## config.mk

```make
export PLATFORM = sky130hd
export DESIGN_NAME = oled_init_seq_flat
export DESIGN_NICKNAME = d
export VERILOG_FILES = /design/src/rtl/oled_init_seq_if.sv /design/src/rtl/oled_init_seq.sv /design/src/flat_wrapper.sv
export SDC_FILE = /design/constraint.sdc
export NUM_CORES = 1
export LEC_CHECK = 0
export CAP_MARGIN = 20
export CORE_ASPECT_RATIO = 1.2
export CORE_UTILIZATION = 59
export CTS_CLUSTER_SIZE = 12
export DETAILED_ROUTE_END_ITERATION = 6
export PLACE_DENSITY = 0.82
export SLEW_MARGIN = 25
export SYNTH_ARGS = -nofsm -noshare
export SYNTH_HDL_FRONTEND = slang
export SYNTH_SLANG_ARGS = --single-unit
export TNS_END_PERCENT = 50
```

## constraint.sdc

```tcl
create_clock -name clk -period 2.5 [get_ports clk]
set_input_delay 0.5 -clock clk [delete_from_list [all_inputs] [get_ports clk]]
set_output_delay 0.5 -clock clk [all_outputs]
set_load 0.05 [all_outputs]
```

## src/rtl/oled_init_seq_if.sv

```systemverilog
// oled_init_seq_if -- byte-level link between the OLED init sequencer and the
// shared SPI byte transmitter.
//   spi_send : level request, spi_data/dc valid while high
//   spi_data : byte to shift out
//   dc       : 0 = command byte, 1 = display-data byte
//   spi_done : 1-cycle pulse from the transmitter, current byte finished
// master = sequencer side, slave = transmitter side.
interface oled_init_seq_if;
    logic       spi_send;
    logic [7:0] spi_data;
    logic       dc;
    logic       spi_done;

    modport master (output spi_send, output spi_data, output dc, input spi_done);
    modport slave  (input spi_send, input spi_data, input dc, output spi_done);
endinterface

```

## src/rtl/oled_init_seq.sv

```systemverilog
// oled_init_seq -- SSD1306 power-up sequencer.
// Drives panel reset and VBAT enable, then sends the init command list one byte
// at a time to the SPI byte transmitter. The transmitter belongs to this block
// until init_done goes high.
// Optional feature macro: OLED_CLEAR_EN. When it is defined, CLR_BYTES zero data
// bytes clear the display RAM after the last command.
// Ports:
//   clk, reset  system clock, synchronous active-high reset
//   start       1-cycle pulse that re-runs the sequence; only accepted in S_DONE
//   spi         oled_init_seq_if.master (spi_send/spi_data/dc out, spi_done in)
//   res_n       panel reset, active low
//   vbat_n      VBAT enable, active low
//   init_done   high while the sequence is complete
module oled_init_seq #(
    parameter int unsigned RST_CYCLES        = 300,
    parameter int unsigned VBAT_DELAY_CYCLES = 10_000_000,
    parameter logic [7:0]  CONTRAST          = 8'hCF,
    parameter bit          SEG_REMAP         = 1'b0,
    parameter int unsigned CLR_BYTES         = 512
) (
    input  logic                   clk,
    input  logic                   reset,
    input  logic                   start,
    oled_init_seq_if.master        spi,
    output logic                   res_n,
    output logic                   vbat_n,
    output logic                   init_done
);

    // Each timed state counts 0..LAST, which gives N cycles in the state.
    // A delay of 0 is treated as 1.
    localparam logic [31:0] RST_LAST  = (RST_CYCLES > 1) ? 32'(RST_CYCLES - 1) : 32'd0;
    localparam logic [31:0] VBAT_LAST = (VBAT_DELAY_CYCLES > 1) ? 32'(VBAT_DELAY_CYCLES - 1) : 32'd0;

    typedef enum logic [2:0] {
        S_RST_LO,
        S_RST_HI,
        S_CMD,
        S_VBAT,
`ifdef OLED_CLEAR_EN
        S_CLEAR,
`endif
        S_DONE
    } state_t;

    state_t      state, state_nxt;
    logic [3:0]  idx, idx_nxt;
    logic [31:0] timer, timer_nxt;
    logic        send_nxt, dc_nxt, res_n_nxt, vbat_n_nxt, init_done_nxt;
    logic [7:0]  data_nxt;
    logic        byte_done;

`ifdef OLED_CLEAR_EN
    localparam logic [31:0] CLR_LAST = (CLR_BYTES > 1) ? 32'(CLR_BYTES - 1) : 32'd0;
    logic [31:0] clr_cnt, clr_cnt_nxt;
`endif

    // Init command table. Entries 0..4 come before VBAT is enabled.
    function automatic logic [7:0] cmd_byte(input logic [3:0] i);
        case (i)
            4'd0:    cmd_byte = 8'hAE;   // display off
            4'd1:    cmd_byte = 8'hD5;   // clock divide
            4'd2:    cmd_byte = 8'h80;
            4'd3:    cmd_byte = 8'h8D;   // charge pump
            4'd4:    cmd_byte = 8'h14;
            4'd5:    cmd_byte = 8'h81;   // contrast
            4'd6:    cmd_byte = CONTRAST;
            4'd7:    cmd_byte = 8'hD9;   // pre-charge
            4'd8:    cmd_byte = 8'hF1;
            4'd9:    cmd_byte = 8'h20;   // addressing mode
            4'd10:   cmd_byte = 8'h00;
            4'd11:   cmd_byte = SEG_REMAP ? 8'hA1 : 8'hA0;
            default: cmd_byte = 8'hAF;   // display on
        endcase
    endfunction

    // A spi_done only counts while a byte is actually being requested.
    assign byte_done = spi.spi_send && spi.spi_done;

    always_comb begin
        state_nxt  = state;
        idx_nxt    = idx;
        timer_nxt  = timer;
        vbat_n_nxt = vbat_n;
`ifdef OLED_CLEAR_EN
        clr_cnt_nxt = clr_cnt;
`endif
        case (state)
            S_RST_LO: begin
                if (timer == RST_LAST) begin
                    state_nxt = S_RST_HI;
                    timer_nxt = '0;
                end else begin
                    timer_nxt = timer + 32'd1;
                end
            end
            S_RST_HI: begin
                if (timer == RST_LAST) begin
                    state_nxt = S_CMD;
                    timer_nxt = '0;
                end else begin
                    timer_nxt = timer + 32'd1;
                end
            end
            S_CMD: begin
                if (byte_done) begin
                    if (idx == 4'd4) begin
                        idx_nxt   = 4'd5;
                        state_nxt = S_VBAT;
                    end else if (idx == 4'd12) begin
`ifdef OLED_CLEAR_EN
                        state_nxt   = S_CLEAR;
                        clr_cnt_nxt = '0;
`else
                        state_nxt = S_DONE;
`endif
                    end else begin
                        idx_nxt = idx + 4'd1;
                    end
                end
            end
            S_VBAT: begin
                if (timer == VBAT_LAST) begin
                    state_nxt = S_CMD;
                    timer_nxt = '0;
                end else begin
                    timer_nxt = timer + 32'd1;
                end
            end
`ifdef OLED_CLEAR_EN
            S_CLEAR: begin
                if (byte_done) begin
                    if (clr_cnt == CLR_LAST) state_nxt = S_DONE;
                    else                     clr_cnt_nxt = clr_cnt + 32'd1;
                end
            end
`endif
            S_DONE: begin
                if (start) begin
                    state_nxt  = S_RST_LO;
                    idx_nxt    = '0;
                    timer_nxt  = '0;
                    vbat_n_nxt = 1'b1;
                end
            end
            default: begin
                state_nxt = S_RST_LO;
                idx_nxt   = '0;
                timer_nxt = '0;
            end
        endcase

        // VBAT stays enabled from here until reset or start.
        if (state_nxt == S_VBAT) vbat_n_nxt = 1'b0;

        // Outputs are a function of the next state, so they change on the same
        // edge as the state register and stay fully registered.
        send_nxt      = (state_nxt == S_CMD);
        dc_nxt        = 1'b0;
        data_nxt      = (state_nxt == S_CMD) ? cmd_byte(idx_nxt) : 8'h00;
`ifdef OLED_CLEAR_EN
        if (state_nxt == S_CLEAR) begin
            send_nxt = 1'b1;
            dc_nxt   = 1'b1;
        end
`endif
        res_n_nxt     = (state_nxt != S_RST_LO);
        init_done_nxt = (state_nxt == S_DONE);
    end

    always_ff @(posedge clk) begin
        if (reset) begin
            state        <= S_RST_LO;
            idx          <= '0;
            timer        <= '0;
            spi.spi_send <= 1'b0;
            spi.spi_data <= 8'h00;
            spi.dc       <= 1'b0;
            res_n        <= 1'b0;
            vbat_n       <= 1'b1;
            init_done    <= 1'b0;
        end else begin
            state        <= state_nxt;
            idx          <= idx_nxt;
            timer        <= timer_nxt;
            spi.spi_send <= send_nxt;
            spi.spi_data <= data_nxt;
            spi.dc       <= dc_nxt;
            res_n        <= res_n_nxt;
            vbat_n       <= vbat_n_nxt;
            init_done    <= init_done_nxt;
        end
    end

`ifdef OLED_CLEAR_EN
    always_ff @(posedge clk) begin
        if (reset) clr_cnt <= '0;
        else       clr_cnt <= clr_cnt_nxt;
    end
`endif

endmodule

```

## src/flat_wrapper.sv

```systemverilog
// flat-port wrapper written by rule: the top's interface ports become plain ports
module oled_init_seq_flat 
#(
    parameter int unsigned RST_CYCLES        = 300,
    parameter int unsigned VBAT_DELAY_CYCLES = 10_000_000,
    parameter logic [7:0]  CONTRAST          = 8'hCF,
    parameter bit          SEG_REMAP         = 1'b0,
    parameter int unsigned CLR_BYTES         = 512
)
  (clk, reset, start, res_n, vbat_n, init_done, spi_spi_send, spi_spi_data, spi_dc, spi_spi_done);
  oled_init_seq_if spi_i ();
  input  logic clk;
  input  logic reset;
  input  logic start;
  output logic res_n;
  output logic vbat_n;
  output logic init_done;
  output wire logic [$bits(spi_i.spi_send)-1:0] spi_spi_send;
  output wire logic [$bits(spi_i.spi_data)-1:0] spi_spi_data;
  output wire logic [$bits(spi_i.dc)-1:0] spi_dc;
  input wire logic [$bits(spi_i.spi_done)-1:0] spi_spi_done;
  assign spi_spi_send = spi_i.spi_send;
  assign spi_spi_data = spi_i.spi_data;
  assign spi_dc = spi_i.dc;
  assign spi_i.spi_done = spi_spi_done;
  oled_init_seq #(.RST_CYCLES(RST_CYCLES), .VBAT_DELAY_CYCLES(VBAT_DELAY_CYCLES), .CONTRAST(CONTRAST), .SEG_REMAP(SEG_REMAP), .CLR_BYTES(CLR_BYTES)) u_core (.clk(clk), .reset(reset), .start(start), .spi(spi_i), .res_n(res_n), .vbat_n(vbat_n), .init_done(init_done));
endmodule
```

==> key figures, run 1 <==
Run status
  • Status: completed

Synthesis
  • Register area share after synthesis: 36.7%
  • Synth top area share: 36.7%
  • Main synth FF type: dfxtp_1
  • Synth Area per Inst: 8.16 µm²
  • Yosys reg bits: 51
  • Syn Std Cell Area: 2780 µm²
  • Yosys cell types: 59
  • Synth area leaders: dfxtp_1 37%, nor2_1 6.1%, nand2_1 4.7%, nand3_1 4.5%, ha_1 3.6%
  • Warnings from Yosys: 0
  • Number of synthesized flops with an enable pin: 0
  • Synth area leader: dfxtp_1
  • Async S/R FF share, synth: 0%
  • Post-synthesis net count: 353
  • Syn Inst Count: 341

STA
  • Final hold vios: 0
  • Worst Skew: 0.00425 ns
  • Final setup margin: 0.134 ns
  • Worst rel slew slack: 64.6%
  • Hold Slack: 0.517 ns
  • Final setup viols: 0
  • Max Fclk: 423 MHz
  • Slew Limit Fails: 0
  • Period Utilization, post-route: 94.6%
  • Least-Margin Pin Slew: 0.527 ns
  • Clock period minus worst slack: 2.37 ns

Final layout
  • Area delta synth->final: 15.5%
  • Commonest non-fill, non-tap cell in the layout: dfxtp_1
  • Nets: 384
  • Layout cell share with drive strength beyond 1: 13.1%
  • Diodes inserted: 0
  • Commonest non-fill, non-tap cells in the layout: 51 x dfxtp_1, 45 x nor2_1, 35 x nand2_1

Detailed routing
  • WL per Instance: 15.3 µm
  • Vias: 2602
  • Starting DRC count in detailed routing: 162
  • Remaining DRCs: 0
  • DRT Pass-1 Iters: 4
  • Vias per cell: 6.04
  • WL final: 6600 µm
  • Routed Antenna Nets: 0

GRT
  • Gr usage total: 27.9%
  • First-pass GRT wire length: 11000 µm
  • Largest net degree at the start of global routing: 24
  • Total gr overflow: 0
  • Initial antenna violation count: 0
  • Vias in the first global route: 2510

Worst setup path
  • Startpoint types: input port
  • Crit path DAT: 2.57 ns
  • Crit path max fanout: 6
  • Path depth of the worst reg2reg path: 7
  • Critical path type: in2reg
  • CP Capture Type: flop
  • Required time worst endpoint: 2.70 ns

Placed design
  • Port Buffers: 15
  • DP Wirelength: 4760 µm
  • GP Congestion: 0.831
  • Pre-CTS setup slack: -0.260 ns

CTS
  • Root Driver: clkbuf_8
  • Num Clock Sinks: 51
  • TritonCTS buffer count: 5
  • Post-CTS Setup Inserts: 0
  • Deepest clock path buffer count: 2
  • Clock input transition at the sequential cells of the worst setup and hold paths: 0.09 ns
  • Clk Latency, worst-skew pair: 0.30 ns
  • CTS tree: built
  • H-Tree Depth: 2

Power and ir drop
  • Power share of the combinational group: 3.1%
  • Net load switching power: 0.289 mW
  • Max VDD drop: 306 µV
  • Leakage: 1.20 nW
  • Power Density: 411 nW/µm²
  • Sequential Power Share: 62.2%
  • Clock share of power: 34.7%
  • P_int: 1.03 mW
  • Switching share of total power: 21.9%

Floorplanning
  • Core area: 4560 µm²
  • Die ar.: 5000 µm²
  • Initial Utilization: 61.0%
  • Cell row count: 27
  • DIE HEIGHT: 77.2 µm
  • IO Count: 17
  • Chip Width: 64.7 µm

Flow run
  • Max Cap Viol: 0

Worst hold path
  • HP Class: reg2reg
  • Worst Hold Path Cells: 1
[critical path, cell delays in order]
cell and delay, ns:
clkdlybuf4s50_1 0.48, nand2_1 0.09, nor3b_2 0.20, a21oi_1 0.10, a311o_2 0.43, ha_1 0.23, mux2_2 0.27, a221oi_1 0.27
[cell families (layout without fill, tap and decap cells)]
group / Yosys count / in the layout / share of synthesized area, %
AOI/OAI and AO/OA: 51 / 51 / 13.8
xor gates and xnor gates: 17 / 17 / 5.35
adders and majority gates: 8 / 8 / 3.60
buffers and inverters: 33 / 65 / 5.22
DFF: 51 / 51 / 36.7
muxes: 4 / 4 / 1.48
other: 1 / 1 / 0.135
and+or+nand+nor: 176 / 176 / 33.8
[layer usage]
| layer | wire [µm] | up-vias | global-route usage (%) |
|---|---|---|---|
| li1 | - | 1280 | - |
| met1 | 2710 | 1247 | 30.6 |
| met2 | 3550 | 61 | 51.3 |
| met3 | 206 | 14 | 4.17 |
| met4 | 140 | 0 | 13.1 |
| met5 | 0 | - | 0 |
[power groups by stage]
| stage | logic [mW] | registers [mW] | clock network, mW |
|---|---|---|---|
| after global routing | 0.0443 | 0.822 | 0.509 |
| after CTS | 0.0411 | 0.821 | 0.472 |
| after global placement | 0.0397 | 0.840 | 0 |
| after floorplan | 0.0289 | 0.837 | 0 |
| after detailed placement | 0.0409 | 0.840 | 0 |
| final | 0.0408 | 0.821 | 0.457 |
[state kept, by name, summed over array words and instances (netlist names)]
| signal | cells |
|---|---|
| u_core.timer | 32 |
| u_core.spi.spi_data | 8 |
| u_core.res_n | 1 |
| u_core.spi.spi_send | 1 |
| u_core.idx | 4 |
| u_core.vbat_n | 1 |
| u_core.init_done | 1 |
| u_core.state | 3 |
[final timing paths]
kind / slack, ns / from / to
min reg2reg: 0.52 / u_core.vbat_n$_SDFFE_PP1P_ / u_core.vbat_n$_SDFFE_PP1P_
max reg2reg: 0.21 / u_core.timer[0]$_SDFFE_PP0P_ / u_core.spi.spi_data[0]$_SDFF_PP0_
max: 0.13 / spi_spi_done / u_core.spi.spi_data[0]$_SDFF_PP0_
min: 0.52 / u_core.vbat_n$_SDFFE_PP1P_ / u_core.vbat_n$_SDFFE_PP1P_
[cell type report]
cell class | instances | area (µm²)
clock buffer | 7 | 76.3
clock inverter | 1 | 5.00
fill | 369 | 1350
inverter | 15 | 56.3
multi-input combinational | 257 | 1630
sequential | 51 | 1020
tap | 58 | 72.6
timing repair buffer | 42 | 353
[synthesized netlist by cell type, types with 2 or more instances]
library cell / number
a211oi_1: 3
a21oi_1: 9
a221oi_1: 3
a22oi_1: 3
a31oi_1: 9
and2_1: 5
and3_1: 3
and4_1: 6
and4bb_2: 2
buf_2: 8
clkbuf_1: 7
dfxtp_1: 51
ha_1: 8
inv_1: 15
mux2i_1: 3
nand2_1: 35
nand2b_1: 2
nand3_1: 25
nand4_1: 12
nand4b_1: 3
nor2_1: 45
nor2b_1: 4
nor3_1: 11
nor3b_1: 3
nor4_1: 6
nor4b_1: 2
o21a_1: 3
o21ai_0: 6
or3_1: 3
or4_1: 2
xnor2_1: 6
xor2_1: 11
[metrics by stage]
| stage | cell area [µm²] | cells | power (mW) | utilization (%) | setup TNS [ns] |
|---|---|---|---|---|---|
| 2_1_floorplan | 2780 | 341 | 0.866 | - | 0 |
| 3_3_place_gp | 3120 | 423 | 0.879 | 68.4 | -0.340 |
| 3_5_place_dp | 3120 | 423 | 0.881 | 68.4 | -0.710 |
| 4_1_cts | 3200 | 431 | 1.33 | 70.2 | 0 |
| 5_1_grt | 3210 | 431 | 1.38 | 70.5 | -0.00127 |
| 6_report | 3210 | 431 | 1.32 | 70.5 | 0 |
[what timing repair did]
action | 4_1_cts | 5_1_grt
gates resized for setup | 0 | 3
endpoints found under the setup margin | 0 | 2
hold buffers | 0 | 0
No activity file was read; power rests on OpenSTA's default activity.
==> inputs of run 2 (changes only) <==
CORE_UTILIZATION = 53   (was 59)
GPL_TIMING_DRIVEN = 0   (was default)
PLACE_DENSITY = 0.78   (was 0.82)
clock period = 2 ns   (was 2.5 ns; I/O delays follow)
==> run 2 against run 1 <==
Compared with the run above:
- the flow now finishes with violations (setup timing)
- cell area is 16% higher
- clock-buffer cell count is 2 lower
- via count is 10% higher
- critical path depth is 2 lower
- final cell count is 5.8% higher
- routed wire length is 23% higher
- first-iteration DRC count is 36% higher
- non-clock buffer count is 22 higher
- sequential share of layout area is 3.2 points lower
- clock power is 32% higher
- power is 29% higher
- flip-flop and latch count stayed put
- highest routed layer unchanged
==> key figures, run 2 (same netlist as run 1, synthesis figures left out) <==
Run status
  • Failing checks: setup timing
  • Status: complete, but fails checks

Floorplanning
  • DIE HEIGHT: 81.4 µm
  • IO Count: 17
  • Initial Utilization: 55.9%
  • Core area: 4970 µm²
  • Cell row count: 28
  • Die ar.: 5550 µm²
  • Chip Width: 68.1 µm

STA
  • Max Fclk: 461 MHz
  • Setup tns final: -3.28 ns
  • Clock period minus worst slack: 2.17 ns
  • Final hold vios: 0
  • RSZ-0062 raised after global routing: yes
  • Final setup viols: 42
  • Least-Margin Pin Slew: 0.565 ns
  • Slew Limit Fails: 0
  • Worst rel slew slack: 62.3%
  • Final setup margin: -0.169 ns
  • Worst Skew: 0.00416 ns
  • Period Utilization, post-route: 108%

Power and ir drop
  • P_int: 1.30 mW
  • Sequential Power Share: 59.7%
  • Final Power: 1.71 mW
  • Switching share of total power: 23.8%
  • Leakage: 1.34 nW
  • Max VDD drop: 405 µV
  • Power Density: 458 nW/µm²
  • Clock share of power: 35.4%
  • Net load switching power: 0.406 mW
  • Power share of the combinational group: 4.9%

CTS
  • Hold_buf cts: 0
  • Clock input transition at the sequential cells of the worst setup and hold paths: 0.10 ns
  • Root Driver: clkbuf_8
  • H-Tree Depth: 2
  • Clk Latency, worst-skew pair: 0.31 ns
  • Deepest clock path buffer count: 2
  • Num Clock Sinks: 51
  • TritonCTS buffer count: 5
  • CTS tree: built

GRT
  • GRT Max-Usage Layer: met2
  • GR met3 Demand/Resource: 5.20%
  • First-pass GRT wire length: 12200 µm
  • Initial antenna violation count: 0
  • Largest net degree at the start of global routing: 17
  • M1 GR Usage: 31.0%
  • GR Layer Usage met2: 52.4%
  • Gr usage total: 29.5%
  • Vias in the first global route: 2622
  • Total gr overflow: 0

Final layout
  • Final Core Density: 74.8%
  • Fin area: 3720 µm²
  • Most flops, register: u_core.timer
  • Biggest regs: u_core.timer x32, u_core.spi.spi_data x8, u_core.idx x4
  • Nets: 407
  • Commonest non-fill, non-tap cells in the layout: 35 x nand2_1, 33 x buf_4, 33 x nor2_1
  • Layout cell share with drive strength beyond 1: 33.8%
  • Commonest non-fill, non-tap cell in the layout: nand2_1
  • Max FFs per register: 32
  • Diodes inserted: 0
  • Area delta synth->final: 33.7%

Detailed routing
  • DRT Pass-1 Iters: 5
  • Vias per cell: 6.29
  • Routed Antenna Nets: 0
  • WL per Instance: 17.8 µm
  • Vias: 2869
  • Remaining DRCs: 0
  • WL final: 8120 µm
  • Starting DRC count in detailed routing: 221

Placed design
  • Port Buffers: 15
  • DP Wirelength: 4440 µm
  • Post-DP Area: 3050 µm²
  • GP Congestion: 0.894
  • Pre-CTS setup slack: -0.695 ns

Worst setup path
  • CP bufs+invs: 0
  • Required time worst endpoint: 2.21 ns
  • Worst path max stage delay: 0.42 ns
  • Startpoint types: flop
  • CP Capture Type: flop
  • Critical path type: reg2reg
  • Crit path DAT: 2.38 ns
  • Critical-path top delay cell: o311a_1
  • Critical Path, Cell by Cell: nor4_4 -> nand4_1 -> o311a_1 -> nor4_4 -> nand2_2 -> a311oi_1
  • Crit path max-delay family: simple AND/OR/NAND/NOR gates
  • Critical Path Most Common Cell: nor4_4
  • Crit path max fanout: 5

Worst hold path
  • HP Class: reg2reg

Flow run
  • Max Cap Viol: 0
run 2: cell types whose count changed in the layout (fill, tap and decap cells not counted), sizes merged:
cell / before / now
buf: 27 / 42
clkdlybuf4s50: 15 / 13
clkinv: 1 / 2
nand2: 36 / 37
dlygate4sd2: 0 / 2
clkinvlp: 0 / 1
clkbuf: 7 / 12
run 2: worst paths after layout:
check	start	to	slack (ns)	cells after the start
hold reg to reg	u_core.timer[10]$_SDFFE_PP0P_	u_core.timer[10]$_SDFFE_PP0P_	0.51	2
hold / removal	u_core.timer[10]$_SDFFE_PP0P_	u_core.timer[10]$_SDFFE_PP0P_	0.51	2
setup / recovery	u_core.timer[27]$_SDFFE_PP0P_	u_core.spi.spi_data[2]$_SDFF_PP0_	-0.17	6
setup reg to reg	u_core.timer[27]$_SDFFE_PP0P_	u_core.spi.spi_data[2]$_SDFF_PP0_	-0.17	6
run 2: metal layers:
metal,up-vias,share of wire [%]
met1,1356,37
met5,-,0
li1,1331,-
met3,46,5.6
met4,0,5.4
met2,136,52
run 2: worst reg2reg max path, stage by stage (launching register included):
cell and delay [ns]:
dfxtp_2 0.36, nor4_4 0.32, nand4_1 0.20, o311a_1 0.42, nor4_4 0.30, nand2_2 0.18
a311oi_1 0.30
run 2: per-stage QoR:
step / hold WS [ns] / cells
finish: 0.512 / 456
global route: 0.537 / 456
CTS: 0.509 / 452
detailed placement: 0.489 / 416
global placement: 0.491 / 416
floorplan: 0.480 / 341
run 2: power by group through the flow:
stage / Combinational [mW] / Sequential [mW] / Clock [mW]
2_1_floorplan: 0.0377 / 1.05 / 0
3_3_place_gp: 0.0543 / 1.05 / 0
3_5_place_dp: 0.0547 / 1.05 / 0
4_1_cts: 0.0745 / 1.02 / 0.611
5_1_grt: 0.0880 / 1.02 / 0.646
6_report: 0.0832 / 1.02 / 0.604
run 2: final cells by class:
class	count	area [µm²]
Clock inverter	3	18.8
Multi-Input combinational cell	258	1890
Clock buffer	5	68.8
Tap cell	60	75.1
Fill cell	327	1250
Timing Repair Buffer	48	410
Sequential cell	51	1060
Buffer	16	135
Inverter	15	60.1
run 2: what timing repair did:
action,in CTS,in global routing
cloned,3,0
endpoints found under the setup margin,43,44
setup buffers,27,4
gates resized for setup,78,32
pin swaps,34,10
